==> src/rtl/mult_booth_seq.sv <==
// mult_booth_seq: iterative signed 32x32 radix-2 Booth multiplier built around a 32-bit ripple adder.
// Revision: 1.0
`default_nettype none

module csa_32b_by_rca (
    output logic [31:0] sum,
    output logic        c_out,
    output logic        ovf,
    input  logic [31:0] a,
    input  logic [31:0] b,
    input  logic        c_in
);
    logic [32:0] w_c;

    assign w_c[0] = c_in;

    generate
        for (genvar gi = 0; gi < 32; gi++) begin : g_bit
            assign sum[gi]   = a[gi] ^ b[gi] ^ w_c[gi];
            assign w_c[gi+1] = (a[gi] & b[gi]) | (w_c[gi] & (a[gi] ^ b[gi]));
        end
    endgenerate

    assign c_out = w_c[32];
    // Signed overflow: carry into the MSB differs from carry out of it.
    assign ovf   = w_c[32] ^ w_c[31];
endmodule

module mult_booth_seq #(
    parameter int WIDTH = 32,
    parameter int CNT_W = 6
) (
    input  logic             clock,
    input  logic             resetn,
    input  logic             ctrl_MULT,
    input  logic [WIDTH-1:0] data_operandA,
    input  logic [WIDTH-1:0] data_operandB,
    output logic [WIDTH-1:0] data_result,
    output logic             data_exception,
    output logic             data_resultRDY,
    output logic             busy
);
    typedef enum logic [1:0] {
        S_IDLE = 2'd0,
        S_RUN  = 2'd1,
        S_DONE = 2'd2
    } state_t;

    localparam logic [CNT_W-1:0] C_LAST = CNT_W'(WIDTH - 1);

    state_t           r_state;
    logic [WIDTH-1:0] r_m;
    logic [WIDTH-1:0] r_hi;
    logic [WIDTH-1:0] r_lo;
    logic             r_q;
    logic [CNT_W-1:0] r_cnt;

    logic [WIDTH-1:0] w_b;
    logic             w_cin;
    logic [WIDTH-1:0] w_sum;
    logic             w_cout;
    logic             w_ovf;
    logic             w_s;
    logic [WIDTH-1:0] w_new_hi;
    logic [WIDTH-1:0] w_new_lo;
    logic [CNT_W-1:0] w_cnt_nxt;
    logic             w_unused_cout;

    always_comb begin
        w_b   = '0;
        w_cin = 1'b0;
        case ({r_lo[0], r_q})
            2'b01:   w_b = r_m;
            2'b10: begin
                w_b   = ~r_m;
                w_cin = 1'b1;
            end
            default: w_b = '0;
        endcase
    end

    csa_32b_by_rca u_adder (
        .sum   (w_sum),
        .c_out (w_cout),
        .ovf   (w_ovf),
        .a     (r_hi),
        .b     (w_b),
        .c_in  (w_cin)
    );

    // The true 33-bit sign survives even when the 32-bit sum wraps (e.g. M = 0x80000000).
    assign w_s           = w_sum[WIDTH-1] ^ w_ovf;
    assign w_new_hi      = {w_s, w_sum[WIDTH-1:1]};
    assign w_new_lo      = {w_sum[0], r_lo[WIDTH-1:1]};
    assign w_cnt_nxt     = r_cnt + 1'b1;
    assign w_unused_cout = w_cout;

    always_ff @(posedge clock or negedge resetn) begin
        if (!resetn) begin
            r_state        <= S_IDLE;
            r_m            <= '0;
            r_hi           <= '0;
            r_lo           <= '0;
            r_q            <= 1'b0;
            r_cnt          <= '0;
            data_result    <= '0;
            data_exception <= 1'b0;
            data_resultRDY <= 1'b0;
            busy           <= 1'b0;
        end else begin
            case (r_state)
                S_IDLE: begin
                    if (ctrl_MULT) begin
                        r_m     <= data_operandA;
                        r_hi    <= '0;
                        r_lo    <= data_operandB;
                        r_q     <= 1'b0;
                        r_cnt   <= '0;
                        busy    <= 1'b1;
                        r_state <= S_RUN;
                    end
                end
                S_RUN: begin
                    r_hi  <= w_new_hi;
                    r_lo  <= w_new_lo;
                    r_q   <= r_lo[0];
                    r_cnt <= w_cnt_nxt;
                    if (r_cnt == C_LAST) begin
                        data_result    <= w_new_lo;
                        // Product fits in 32 signed bits only if HI is pure sign extension of LO.
                        data_exception <= (w_new_hi != {WIDTH{w_sum[0]}});
                        data_resultRDY <= 1'b1;
                        busy           <= 1'b0;
                        r_state        <= S_DONE;
                    end
                end
                S_DONE: begin
                    data_resultRDY <= 1'b0;
                    r_state        <= S_IDLE;
                end
                default: r_state <= S_IDLE;
            endcase
        end
    end
endmodule

`default_nettype wire

==> config.mk <==
export PLATFORM = sky130hd
export DESIGN_NAME = mult_booth_seq
export DESIGN_NICKNAME = d
export VERILOG_FILES = /design/src/rtl/mult_booth_seq.sv
export SDC_FILE = /design/constraint.sdc
export NUM_CORES = 1
export LEC_CHECK = 0
export CORE_UTILIZATION = 54
export DETAILED_ROUTE_END_ITERATION = 8
export GPL_TIMING_DRIVEN = 0
export PLACE_DENSITY = 0.76
export SYNTH_ARGS = -nofsm -noshare
export SYNTH_HDL_FRONTEND = slang
export SYNTH_SLANG_ARGS = --single-unit
==> constraint.sdc <==
create_clock -name clock -period 18.2 [get_ports clock]
set_input_delay 2.73 -clock clock [delete_from_list [all_inputs] [get_ports clock]]
set_output_delay 2.73 -clock clock [all_outputs]
set_load 0.01 [all_outputs]
==> results of run 1 <==
[routing by layer]
metal  global-route usage, %  vias up
met1                    33.5     2521
met4                    11.8        0
met5                       0        -
met3                    4.99       33
met2                    43.8      187
li1                        -     2474
[cell usage in the layout, fill, tap and decap left out, types with 2 or more instances in the layout]
| cell | n |
|---|---|
| inv_1 | 33 |
| clkbuf_1 | 31 |
| clkinv_4 | 3 |
| o21ai_0 | 72 |
| clkdlybuf4s50_1 | 100 |
| nand4_1 | 5 |
| a21o_1 | 2 |
| fa_1 | 32 |
| nand2b_1 | 3 |
| clkbuf_16 | 17 |
| clkinvlp_4 | 2 |
| nand3_1 | 4 |
| nor3_1 | 6 |
| a22oi_1 | 31 |
| nor2b_1 | 5 |
| nand2_1 | 167 |
| buf_4 | 5 |
| mux2_2 | 32 |
| dfrtp_1 | 140 |
| buf_2 | 3 |
| clkbuf_8 | 2 |
| clkinv_2 | 4 |
| a21oi_1 | 32 |
| bufinv_16 | 3 |
| buf_6 | 6 |
| a31oi_1 | 5 |
| nor4_1 | 5 |
| a22o_1 | 4 |
| nor2_1 | 39 |
[logic make-up after synthesis]
| logic type | count (synthesis) | synth area share [%] |
|---|---|---|
| buffers and inverters | 77 | 5.28 |
| adders and majority gates | 33 | 9.74 |
| AOI/OAI and AO/OA | 148 | 12.6 |
| and+or+nand+nor | 238 | 14.4 |
| muxes | 33 | 5.52 |
| DFF | 140 | 52.2 |
| xor gates and xnor gates | 1 | 0.131 |
[power groups by stage]
stage	Combinational [uW]	Sequential [uW]	Clock (uW)
4_1_cts	716	557	354
3_3_place_gp	668	551	0
3_5_place_dp	709	559	0
6_report	713	559	351
5_1_grt	812	576	370
2_1_floorplan	495	541	0
[through the flow]
step / util (%) / worst slack [ns]
5_1_grt: 71.0 / 2.63
3_3_place_gp: 65.7 / 3.53
2_1_floorplan: - / 4.49
4_1_cts: 71.0 / 3.20
6_report: 71.0 / 3.15
3_5_place_dp: 66.0 / 3.30
[cell type report]
type / count / area (um2)
buffer: 43 / 221
clock buffer: 21 / 460
timing repair buffer: 102 / 1040
sequential: 140 / 3500
multi-input combinational: 453 / 2850
inverter: 34 / 133
tap: 168 / 210
clock inverter: 11 / 143
fill: 904 / 3500
[flip-flops by register name, indices dropped and copies added, names as in the netlist]
register        flops
r_cnt               6
data_result        32
data_resultRDY      1
r_hi               32
data_exception      1
r_lo               32
busy                1
r_q                 1
r_m                32
r_state             2
[how the worst max path moves through the flow]
stage | endpoint | cells after the start
floorplan | data_exception$_DFFE_PN0P_ | 41
global placement | data_exception$_DFFE_PN0P_ | 41
detailed placement | data_exception$_DFFE_PN0P_ | 41
CTS | data_exception$_DFFE_PN0P_ | 41
global route | data_exception$_DFFE_PN0P_ | 41
finish | data_exception$_DFFE_PN0P_ | 41
[worst min-delay path, stage by stage, from the launching register on]
cell and delay, ns:
dfrtp_1 0.33, nand2_1 0.05, nand2_1 0.05
==> results.json, run 1 <==
{
  "status": "completed",
  "ff2ff_setup_slack_ns": 3.15,
  "end_kind": "register",
  "synth_enable_flop_cells": 0,
  "timing.final.crit_period_ns": 15.05,
  "io_pins": 102,
  "clkSinkCount": 140,
  "share_seq_of_total_power_pct": 34.4,
  "post_cts_buffers": 0,
  "portBuffers": 101,
  "clkLatencyLatePin_ns": 0.42,
  "mappedNetlistNets": 770,
  "met1Wirelength_mm": 6.54,
  "avgSynthCellArea_um2": 10.0,
  "row_count": 40,
  "place_area_um2": 7960,
  "wire_per_inst_um": 15.7,
  "tns_ns": 0,
  "dr_total_vias": 5215,
  "synth_cell_type_count": 33,
  "die_w_um": 113,
  "comb_power_share_pct": 43.9,
  "yosysMostFrequentCell": "nand2_1",
  "power_density_nw_per_um2": 190,
  "min_path_type": "reg2reg",
  "cts_buffer_depth": 2,
  "r2r_start": "r_lo[0]$_DFFE_PN0P_",
  "slowest_stage": "nor4_1",
  "cts_made_buffers": 17,
  "place_congestion": 0.814,
  "die_y_um": 113,
  "rsz0062_at_grt": "no",
  "ys.warnings.count": 0,
  "timing.final.crit_share_pct": 82.7,
  "num-nets-final": 891,
  "worst-path-buf-inv": 3,
  "grt_pass1_vias": 5270,
  "start_util_pct": 55.6,
  "grt_pass1_wl_mm": 26.0,
  "clock_skew_ns": 0.00837,
  "gr-total-overflow": 0,
  "clockPowerShare_pct": 21.6,
  "intPower_uw": 1010,
  "htreeDepth": 4,
  "ant_nets": 0,
  "min_to": "data_result[12]$_DFFE_PN0P_",
  "synth_area_leaders": "dfrtp_1 52%, fa_1 9.6%, nand2_1 9.3%",
  "dpl.cell_count": 940,
  "dr_wl_met3_um": 819,
  "critical_path_peak_fanout": 10,
  "clkSlewWorstSetupHoldPaths_ns": 0.06,
  "hold_violations": 0,
  "cts_hold_buf": 0,
  "grtUsageTotal_pct": 26.2,
  "die-area_um2": 12900,
  "cp.required_ns": 18.49,
  "slowest_delay_ns": 0.47,
  "place_hpwl_mm": 10.6,
  "path_delay_family": "adder cells",
  "r2r_cells": 41,
  "design_area_um2": 8560,
  "initialDrtViolationCount": 388,
  "slew_violations": 0,
  "synthCells": 670,
  "drt-pass1-iter-count": 5,
  "cpMostUsedCell": "fa_1",
  "worst-setup-path-type": "reg2reg",
  "power.total_uw": 1620,
  "yosysTopAreaCell": "dfrtp_1",
  "finalNonFillerCells": 972,
  "syn_to_final_growth_pct": 27.6,
  "tightest_slew_ns": 0.654,
  "ys_top_cells_by_count": "167 x nand2_1, 140 x dfrtp_1, 72 x o21ai_0",
  "sw_frac_of_total_pct": 37.9,
  "wl_mm": 15.3,
  "core_area_um2": 12100,
  "cts_root_buf": "clkbuf_16",
  "n_antenna_cell": 0,
  "antenna_found_initial": 0,
  "synth_flop_cell": "dfrtp_1",
  "async_flop_share_pct": 100,
  "ys_seq_area_share_pct": 52.2,
  "fmax_ghz": 0.0665,
  "startpoint": "r_lo[0]$_DFFE_PN0P_",
  "holdWs_ns": 0.468,
  "tritoncts": "built",
  "switchingPower_uw": 615,
  "drv_cap": 0,
  "yosysTopAreaCellShare_pct": 52.2,
  "vias_per_cell": 5.37,
  "ir_drop_mv": 0.0876,
  "wl_met2_mm": 7.48,
  "synth_seq_cells": 140,
  "reg2reg_to": "data_exception$_DFFE_PN0P_",
  "worstHoldPathCells": 2,
  "top_layer": "met4",
  "drive_above_1_share_pct": 9.83,
  "slew_headroom_pct": 56.4,
  "ctsResizeCount": 0,
  "synth_area_um2": 6710,
  "worstHoldStart": "data_result[12]$_DFFE_PN0P_",
  "leakage_uw": 0.00365,
  "drcViolationCount": 0,
  "setup_violations": 0,
  "arrival_ns": 15.33,
  "grt_max_degree": 85,
  "start_kind": "register"
}
Note: power is estimated with default switching activity, not from simulation.
==> run 2, diff against run 1 <==
CORE_UTILIZATION = 49   (was 54)
PLACE_DENSITY = 0.72   (was 0.76)
clock period = 12.5 ns   (was 18.2 ns; I/O delays follow)
==> results.json, run 2 (synthesis results as in run 1) <==
{
  "status": "finished, violations left",
  "violations": "setup timing",
  "gr-total-overflow": 0,
  "portBuffers": 101,
  "start_util_pct": 50.4,
  "worst-setup-path-type": "reg2reg",
  "cts_hold_buf": 0,
  "tritoncts": "built",
  "io_pins": 102,
  "worst-path-buf-inv": 2,
  "ir_drop_mv": 0.138,
  "die-area_um2": 14200,
  "row_count": 42,
  "end_kind": "register",
  "slowest_delay_ns": 0.43,
  "arrival_ns": 13.08,
  "setup_violations": 1,
  "timing.final.crit_period_ns": 12.72,
  "antenna_found_initial": 0,
  "dr_total_vias": 5150,
  "holdWs_ns": 0.473,
  "fmax_ghz": 0.0786,
  "drive_above_1_share_pct": 15.4,
  "place_congestion": 0.796,
  "timing.final.crit_share_pct": 102,
  "htreeDepth": 4,
  "dpl.cell_count": 948,
  "clock_skew_ns": 0.00694,
  "slew_headroom_pct": 50.9,
  "die_y_um": 119,
  "start_kind": "register",
  "ff2ff_setup_slack_ns": -0.22,
  "cts_made_buffers": 17,
  "path_delay_family": "adder cells",
  "grtUsageTotal_pct": 23.6,
  "clkLatencyLatePin_ns": 0.42,
  "slowest_stage": "fa_1",
  "cts_root_buf": "clkbuf_16",
  "fin_ws_ns": -0.221,
  "place_hpwl_mm": 10.5,
  "cpMostUsedCell": "fa_2",
  "clkSlewWorstSetupHoldPaths_ns": 0.06,
  "wire_per_inst_um": 15.2,
  "min_path_type": "reg2reg",
  "grt_pass1_wl_mm": 25.9,
  "finalNonFillerCells": 983,
  "grt_max_degree": 72,
  "tightest_slew_ns": 0.734,
  "hold_violations": 0,
  "ant_nets": 0,
  "tns_ns": -0.221,
  "leakage_uw": 0.00370,
  "cp.required_ns": 12.85,
  "rsz0062_at_grt": "yes",
  "power_density_nw_per_um2": 281,
  "initialDrtViolationCount": 449,
  "layout_commonest_cell": "nand2_1",
  "core_area_um2": 13300,
  "mostFrequentLayoutCells": "167 x nand2_1, 139 x dfrtp_1, 100 x clkdlybuf4s50_1",
  "grt_pass1_vias": 5249,
  "drv_cap": 0,
  "drcViolationCount": 0,
  "wl_mm": 15.0,
  "cts_buffer_depth": 2,
  "vias_per_cell": 5.24,
  "slew_violations": 0,
  "die_w_um": 119,
  "drt-pass1-iter-count": 5,
  "n_antenna_cell": 0,
  "final_util_pct": 65.8,
  "syn_to_final_growth_pct": 30.5,
  "critical_path_peak_fanout": 15,
  "power.total_uw": 2460,
  "clkSinkCount": 140,
  "num-nets-final": 894
}
run 2: worst reg2reg max path: cells and delay by family, from the launching register on:
kind	cells	cell delay [ns]
and+or+nand+nor	5	0.51
AOI/OAI and AO/OA	3	0.40
buffers and inverters	2	0.19
DFF	1	0.39
adders and majority gates	32	11.19
run 2: worst paths after layout:
check                                                 start                           to  cells past startpoint
worst min-delay path            data_result[14]$_DFFE_PN0P_  data_result[14]$_DFFE_PN0P_                      2
worst min register to register  data_result[14]$_DFFE_PN0P_  data_result[14]$_DFFE_PN0P_                      2
worst max register to register          r_lo[0]$_DFFE_PN0P_   data_exception$_DFFE_PN0P_                     42
min in group asynchronous                            resetn          r_lo[7]$_DFFE_PN0P_                      1
max in group asynchronous                            resetn         r_hi[16]$_DFFE_PN0P_                      2
worst max-delay path                    r_lo[0]$_DFFE_PN0P_   data_exception$_DFFE_PN0P_                     42
run 2: stage by stage:
step	cell area, um2	setup WS (ns)
floorplan	6790	0.0131
global placement	8020	-0.452
detailed placement	8050	-0.613
CTS	8730	-0.336
global route	8750	-0.563
finish	8750	-0.221
run 2: layout make-up:
class,instances,area [um2]
fillers,1036,4540
flip-flops and latches,140,3500
multi-input cells,453,2950
repair buffers,107,1080
clock buffers,22,484
plain buffers,41,226
well taps,176,220
clock inverters,10,161
inverters,34,133
run 2: per-layer routing:
metal,global-route usage (%),wire (um),vias up
met3,5.84,873,17
met1,31.0,6530,2490
met5,0,0,-
met4,7.59,199,0
met2,38.4,7370,166
li1,-,-,2477
run 2: where the power goes:
| part | switching, uW | leakage (uW) | internal, uW | total, uW |
|---|---|---|---|---|
| Combinational | 578 | 0.00164 | 529 | 1110 |
| Sequential | 143 | 0.00175 | 668 | 811 |
| Clock | 188 | 0.000308 | 354 | 543 |
run 2: timing repair:
action / in CTS / in global routing
setup endpoints to repair: 4 / 3
setup buffers: 4 / 1
gates resized for setup: 11 / 4
gates cloned: 0 / 0
pin swaps: 4 / 5
hold endpoints to repair: 0 / 0
==> run 3, diff against run 2 <==
CORE_MARGIN = 1   (was default)
SLEW_MARGIN = 20   (was default)
==> results.json, run 3 (synthesis results as in run 1) <==
{
  "cts_root_buf": "clkbuf_16",
  "cts_hold_buf": 0,
  "worst-setup-path-type": "reg2reg",
  "start_kind": "register",
  "num-nets-final": 896,
  "tightest_slew_ns": 0.675,
  "ant_nets": 0,
  "slowest_stage": "fa_1",
  "slew_violations": 0,
  "fmax_ghz": 0.0785,
  "io_pins": 102,
  "die_y_um": 119,
  "vias_per_cell": 5.27,
  "die_w_um": 119,
  "slew_headroom_pct": 54.9,
  "place_congestion": 0.796,
  "initialDrtViolationCount": 359,
  "grt_max_degree": 72,
  "setup_violations": 1,
  "n_antenna_cell": 0,
  "clkSlewWorstSetupHoldPaths_ns": 0.06,
  "pre_cts_slack_ns": -0.601,
  "drcViolationCount": 0,
  "clkLatencyLatePin_ns": 0.42,
  "grt_pass1_wl_mm": 25.7,
  "wl_mm": 15.0,
  "wire_per_inst_um": 15.2,
  "htreeDepth": 4,
  "leakage_uw": 0.00371,
  "gr-total-overflow": 0,
  "dr_total_vias": 5190,
  "slowest_delay_ns": 0.43,
  "ir_drop_mv": 0.141,
  "clkSinkCount": 140,
  "status": "finished, violations left",
  "core_area_um2": 13300,
  "portBuffers": 101,
  "syn_to_final_growth_pct": 30.8,
  "violations": "setup timing",
  "rsz0062_at_grt": "yes",
  "clock_skew_ns": 0.00592,
  "timing.final.crit_share_pct": 102,
  "end_kind": "register",
  "start_util_pct": 50.4,
  "die-area_um2": 14200,
  "timing.final.crit_period_ns": 12.73,
  "min_path_type": "reg2reg",
  "hold_violations": 0,
  "antenna_found_initial": 0,
  "cts_made_buffers": 17,
  "place_hpwl_mm": 10.5,
  "drive_above_1_share_pct": 15.6,
  "layout_commonest_cell": "nand2_1",
  "worst-path-buf-inv": 3,
  "critical_path_peak_fanout": 3,
  "tritoncts": "built",
  "cts_buffer_depth": 2,
  "drv_cap": 0,
  "holdWs_ns": 0.473,
  "drt-pass1-iter-count": 5,
  "fin_ws_ns": -0.232,
  "grtUsageTotal_pct": 23.2,
  "mostFrequentLayoutCells": "167 x nand2_1, 139 x dfrtp_1, 100 x clkdlybuf4s50_1",
  "row_count": 42,
  "path_delay_family": "adder cells",
  "arrival_ns": 13.04,
  "grt_pass1_vias": 5276,
  "power_density_nw_per_um2": 281,
  "cp.required_ns": 12.81,
  "cpMostUsedCell": "fa_2"
}
==> run 3: final timing paths <==
check                                                 from  slack [ns]                         end  depth (start not counted)
max in group asynchronous                           resetn       10.36        r_hi[17]$_DFFE_PN0P_                          2
min in group asynchronous                           resetn        1.41         r_lo[6]$_DFFE_PN0P_                          1
worst max-delay path                   r_lo[0]$_DFFE_PN0P_       -0.23  data_exception$_DFFE_PN0P_                         41
worst min register to register  data_result[5]$_DFFE_PN0P_        0.47  data_result[5]$_DFFE_PN0P_                          2
worst max register to register         r_lo[0]$_DFFE_PN0P_       -0.23  data_exception$_DFFE_PN0P_                         41
worst min-delay path            data_result[5]$_DFFE_PN0P_        0.47  data_result[5]$_DFFE_PN0P_                          2
==> run 3: area by class of cell <==
class	count	area, um2
Buffer	41	226
Clock buffer	21	470
Clock inverter	11	165
Fill cell	1012	4530
Inverter	34	133
Multi-Input combinational cell	453	2950
Sequential cell	140	3500
Tap cell	176	220
Timing Repair Buffer	109	1100
==> run 3: routing by layer <==
metal	global-route usage [%]	wire, um
met5	0	0
met4	7.28	203
met3	5.70	778
met2	37.9	7410
met1	30.6	6610
==> run 3: power breakdown <==
group,internal (uW),leakage (uW),switching [uW]
Clock,348,0.000301,190
Combinational,533,0.00165,581
Sequential,668,0.00175,145
Total,1550,0.00371,915
==> run 3: timing repair <==
action | in CTS | in global routing
setup buffers | 4 | 3
endpoints found under the setup margin | 4 | 3
pin swaps | 4 | 5
cloned | 0 | 0
gates resized for setup | 11 | 5
==> run 3: tightest hold or removal path: stages, from the launching register on <==
cell and delay, ns:
dfrtp_1 0.34, nand2_1 0.05, nand2_1 0.05
==> run 3: metrics by stage <==
stage	total power [uW]	std cells	instance area (um2)	setup TNS [ns]	utilization [%]
after floorplan	1550	670	6790	0	-
after global placement	1820	947	8020	-0.598	60.3
after detailed placement	1880	948	8050	-0.968	60.5
after CTS	2460	982	8730	-0.347	65.7
after global routing	2670	985	8770	-0.634	66.0
final	2460	985	8770	-0.232	66.0
==> variant 1, RTL diff (config.mk and constraints of run 2) <==
The parameter `CNT_W` goes from 6 to 12.
--- a/src/rtl/mult_booth_seq.sv
+++ b/src/rtl/mult_booth_seq.sv
@@ -28,7 +28,7 @@
 
 module mult_booth_seq #(
     parameter int WIDTH = 32,
-    parameter int CNT_W = 6
+    parameter int CNT_W = 12
 ) (
     input  logic             clock,
     input  logic             resetn,
Check against the original RTL: same outputs for any inputs over 10 cycles, from zero or initial values and one cycle with resetn low; that may be too few to reach the edited logic, so the function may still have changed.
==> variant 1 against run 2 <==
  * Sequential cell count increased by 6
  * Synthesized area increased by 4.6%
  * Design area increased by 4.1%
  * Largest power group unchanged
  * The flow still finishes with violations (setup timing)
  * Clock power about the same
  * Sequential share of layout area increased by 0.075 points
  * Core utilization decreased by 0.45 points
  * Wire length increased by 12%
  * Clock skew increased by 0.00096 ns
  * Sequential power decreased by 17%
  * Power decreased by 14%
  * Setup slack got worse by 0.17 ns
  * Synthesized cell count increased by 5.2%
==> variant 1: results (changes against run 2) <==
The average wire per cell in the routed design came to 16.3 µm (+7.0%). By area the synthesized netlist is led by sky130_fd_sc_hd__dfrtp_1, sky130_fd_sc_hd__nand2_1, sky130_fd_sc_hd__fa_1. The maximum clock skew at final layout was 0.00790 ns (+0.000961 ns). The half-perimeter wire length of the detailed placement result came out at 11.8 mm (+13%). The proportion of synthesized chip area in sequential cells is 0.521 (-0.00134). The startpoint identified for the worst register-to-register timing path is r_q. The largest voltage drop on the vdd net came to 0.121 mV (-12%).

The checks that failed: setup timing. The TritonCTS buffer count was 17 (unchanged). The number of distinct library cell variants in the gate-level netlist after synthesis came out at 34 (+3.0%).

The run finished, with violations left. The number of global-route vias before repair came out at 5670 (+8.0%). The number of filler instances in the final layout came out at 1060 (+2.3%). In the synthesized netlist, the cells that appear most often are sky130_fd_sc_hd__nand2_1, sky130_fd_sc_hd__dfrtp_1, sky130_fd_sc_hd__o21ai_0. The number of antenna diodes came out at 0 (unchanged).

The count of buffers added by post-CTS timing repair for setup came out at 5 (+1). The cell count after placement is 987 (+4.1%). The proportion of layout cells with a drive suffix above 1 is 0.143 (-0.0105). The synthesized netlist cell count came out at 705 (+5.2%). The headroom to the max-slew limit came out at 0.462 (-0.0471). The layout net count is 932 (+4.3%). The average vias per placed instance came out at 5.45 (+4.1%).

The maximum clock insertion buffer count is 2 (unchanged). The violation count after the first detailed-routing iteration is 458 (+2.0%). The number of setup violations in the final report is 2 (+1).

The final standard cell count with taps included and fillers excluded is 1025 (+4.3%). The final worst-path setup slack came out at -0.390 ns (-0.169 ns). The endpoint arrival time on the critical path is 13.24 ns (+0.16 ns). The global routing usage summed across all routing layers came out at 0.248 (+0.0120). The wire length of the first global-routing pass is 27.9 mm (+7.8%). The count of cells along the worst hold path is 1 (-1). The largest net degree at the start of global routing is 96 (+33%). The worst hold path terminates at r_cnt[11]. The net count after synthesis came out at 805 (+4.5%). The top-area cell type share of the netlist area is 0.521 (-0.00134).

The number of enable-type register cells in the synthesized netlist came out at 0 (unchanged). The worst hold path begins at r_cnt[11]. The leakage power figure came out at 4.06 nW (+9.7%). The weighted congestion reported at the end of routability-driven placement came to 0.857 (+7.7%). The number of cells on the worst reg-to-reg path is 43 (+2.4%). The maximum net fanout on the critical path came out at 4 (-11). The count of instances resized after the clock tree is built is 18 (+7).
## variant 1: cell types whose count changed after synthesis, sizes merged, moves of 3 or more
cell           run 2  this run
dfrtp            140       146
clkbuf            29        37
and3               0         3
o21ai             73        80
buf               14         7
nand2            167       181
## variant 1: stage by stage
stage                util  instance area, µm²  setup TNS, ns  worst slack [ns]  hold WS, ns
floorplan               -                7100              0            0.0168        0.446
global placement    0.598                8330         -0.656            -0.535        0.463
detailed placement  0.600                8360         -0.864            -0.630        0.468
CTS                 0.653                9090         -0.338            -0.338        0.482
global route        0.654                9110         -0.933            -0.663        0.510
finish              0.654                9110         -0.391            -0.390        0.478
## variant 1: logic make-up (layout without fill, tap and decap cells)
logic type,Yosys count,count (layout),synth area share
and+or+nand+nor,259,259,0.153
buffers and inverters,78,218,0.0455
AOI/OAI and AO/OA,155,155,0.126
adders and majority gates,33,33,0.0932
DFF,146,146,0.521
muxes,34,34,0.0610
## variant 1: where the power goes
group | switching [W] | leakage, nW | internal, W
combinational | 0.000482 | 1.92 | 0.000425
sequential | 0.0000765 | 1.83 | 0.000599
clock | 0.000194 | 0.306 | 0.000348
total | 0.000753 | 4.06 | 0.00137
## variant 1: area by class of cell
| class | count | area (µm²) | area share |
|---|---|---|---|
| Multi-Input combinational cell | 481 | 3140 | 0.345 |
| Timing Repair Buffer | 109 | 1090 | 0.120 |
| Inverter | 34 | 128 | 0.0140 |
| Tap cell | 180 | 225 | 0.0247 |
| Clock inverter | 10 | 155 | 0.0170 |
| Sequential cell | 146 | 3650 | 0.401 |
| Buffer | 43 | 238 | 0.0261 |
| Clock buffer | 22 | 474 | 0.0521 |
## variant 1: per-layer routing
layer  vias up  GRT usage  wire, µm
li1       2619          -         -
met1      2786      0.331      7470
met2       160      0.408      8210
met3        25     0.0426       717
met4         0     0.0910       310
met5         -          0         0
==> variant 2, RTL diff (settings of run 2) <==
Made on the original files. Make the reset (`resetn`) synchronous in one clocked block.
--- a/src/rtl/mult_booth_seq.sv
+++ b/src/rtl/mult_booth_seq.sv
@@ -95,7 +95,7 @@
     assign w_cnt_nxt     = r_cnt + 1'b1;
     assign w_unused_cout = w_cout;
 
-    always_ff @(posedge clock or negedge resetn) begin
+    always_ff @(posedge clock) begin
         if (!resetn) begin
             r_state        <= S_IDLE;
             r_m            <= '0;
Check against the original RTL: differs if resetn is asserted again (counterexample within 4 cycles, from zero or initial values and one cycle with resetn low); with resetn held inactive, the same outputs for 10 cycles.
==> variant 2 against run 2 <==
  * The run still ends with setup timing left
  * Worst hold slack worse by 0.023 ns
  * Critical path depth is 2 lower
  * Design area shrank 2.9%
  * Sequential cell count did not move
  * Synthesized area decreased by 1.9%
  * Wire length rose by 16%
  * Cell count up 12%
  * Setup slack got worse by 0.099 ns
  * Fmax down 0.77%
  * Synthesized cell count rose by 19%
  * Die area is 1.9% lower
  * Sequential share of layout area is 7.0 points lower
Power is not compared: it rests on default switching activity, and its combinational part moved more than twofold at a synthesized area within 25%.
==> variant 2: results (changes against run 2) <==
The flow ran to the end, but the final reports show violations. The checks that failed: setup timing. The wire length of the first global-routing pass came out at 28.6 mm (+10%). The delay of the slowest cell on the worst path came out at 0.47 ns (+0.04 ns). After synthesis, the cell types taking the most area are sky130_fd_sc_hd__dfxtp_1, sky130_fd_sc_hd__fa_1, sky130_fd_sc_hd__nand2_1.

In this run the clock root is driven by a sky130_fd_sc_hd__clkbuf_16. The global-route congestion overflow total is 0 (unchanged). The maximum net fanout on the critical path is 5 (-10).

The weighted congestion reported at the end of routability-driven placement came to 0.833 (+4.7%). The routed wire length is 17.4 mm (+16%). The net count after synthesis came to 894 (+16%). The number of warnings reported in the yosys synthesis log came out at 0 (unchanged). The number of port buffers is 100 (-0.99%).

The headroom to the max-slew limit is 0.372 (-0.137). The maximum clock skew at final layout is 0.00793 ns (+0.000990 ns). The proportion of synthesized chip area in sequential cells came out at 0.426 (-0.0962).

The endpoint arrival time on the critical path came out at 13.11 ns (+0.03 ns). The H-tree depth was 4 (unchanged). The share of synthesized registers carrying an async set or reset came out at 0 (-1.00). The top-area cell type share of the netlist area came out at 0.426 (-0.0962). The insertion delay to the later sink of the worst-skew pair came out at 0.42 ns (about the same). The number of global-route vias before repair was 5783 (+10%).

The average vias per placed instance was 5.40 (+3.1%). The number of setup violations in the final report came out at 1 (unchanged). For this design, the slowest cell found on the critical path is sky130_fd_sc_hd__fa_2.

The worst hold path belongs to the class flip-flop to flip-flop. The number of distinct library cell variants in the gate-level netlist after synthesis is 39 (+18%). The number of filler instances in the final layout is 1113 (+7.4%).

The layout net count came out at 1017 (+14%). By count the netlist is led by sky130_fd_sc_hd__dfxtp_1, sky130_fd_sc_hd__nand2_1, sky130_fd_sc_hd__nor2_1. The violation count after the first detailed-routing iteration is 448 (-0.22%). The initial antenna violation count came to 0 (unchanged). The maximum clock insertion buffer count is 2 (unchanged). The final worst-path setup slack was -0.320 ns (-0.0989 ns).

The final sum of negative setup slack was -0.320 ns (-0.0989 ns). The largest net degree at the start of global routing is 17 (-76%). The cell area after placement is 7900 µm² (-1.9%). The leakage power figure came out at 2.98 nW. The number of iterations in the first detailed-routing pass came out at 6 (+1). The global routing usage summed across all routing layers is 0.261 (+0.0254). The half-perimeter wire length of the detailed placement result is 12.5 mm (+19%). The proportion of layout cells with a drive suffix above 1 came out at 0.0832 (-0.0705). The number of antenna diodes is 0 (unchanged). The count of final hold-check violations is 0 (unchanged).
==> variant 2: logic make-up (layout without fill, tap and decap cells) <==
| logic type | Yosys count | after routing | synth area share |
|---|---|---|---|
| and+or+nand+nor | 347 | 347 | 0.233 |
| AOI/OAI and AO/OA | 182 | 182 | 0.188 |
| DFF | 140 | 140 | 0.426 |
| buffers and inverters | 92 | 224 | 0.0539 |
| adders and majority gates | 33 | 33 | 0.0993 |
==> variant 2: metrics by stage <==
step,setup WS [ns],hold WS (ns),std cells,utilization,power (W)
after floorplan,0.0337,0.442,794,-,0.000604
after global placement,-0.491,0.441,1066,0.613,0.000660
after detailed placement,-0.535,0.447,1066,0.613,0.000667
after CTS,-0.275,0.454,1097,0.659,0.00115
after global routing,-0.585,0.475,1098,0.660,0.00119
final,-0.320,0.450,1098,0.660,0.00115
==> variant 2: worst paths after layout <==
kind,from,endpoint,slack (ns),cells past startpoint
worst min-delay path,data_result[1],data_result[1],0.45,2
worst min register to register,data_result[1],data_result[1],0.45,2
worst max register to register,r_q,data_exception,-0.32,40
worst max-delay path,r_q,data_exception,-0.32,40
==> variant 2: what timing repair did <==
action                                  4_1_cts  5_1_grt
setup buffers                                 4        1
endpoints found under the setup margin        1        2
resized for setup                             7        3
cloned                                        0        0
pin swaps                                     2        1
==> variant 2: layout make-up <==
class                           instances  area [µm²]  share of cell area
Buffer                                 59         241              0.0284
Clock buffer                           26         489              0.0576
Clock inverter                          2        60.1             0.00707
Inverter                               32         120              0.0141
Multi-Input combinational cell        562        3520               0.415
Sequential cell                       140        2810               0.331
Tap cell                              172         215              0.0253
Timing Repair Buffer                  105        1040               0.122
==> variant 2: power by group <==
| group | internal, W | total [W] | switching [W] |
|---|---|---|---|
| clock network | 0.000305 | 0.000483 | 0.000178 |
| logic | 0.0000774 | 0.000176 | 0.0000981 |
| registers | 0.000470 | 0.000488 | 0.0000177 |
==> variant 2: worst register-to-register path, delay by kind of cell, from the launching register on <==
kind            cells  cell delay [ns]
fa+ha+maj          32            11.13
compound gates      3             0.54
simple gates        3             0.46
flops               1             0.37
buf+inv             2             0.17
==> variant 2: layer usage <==
layer  wire length (µm)  GRT usage  vias up
li1                   -          -     2902
met1               8130      0.346     2861
met2               8170      0.420      146
met3                753     0.0567       23
met4                313     0.0897        0
met5                  0          0        -
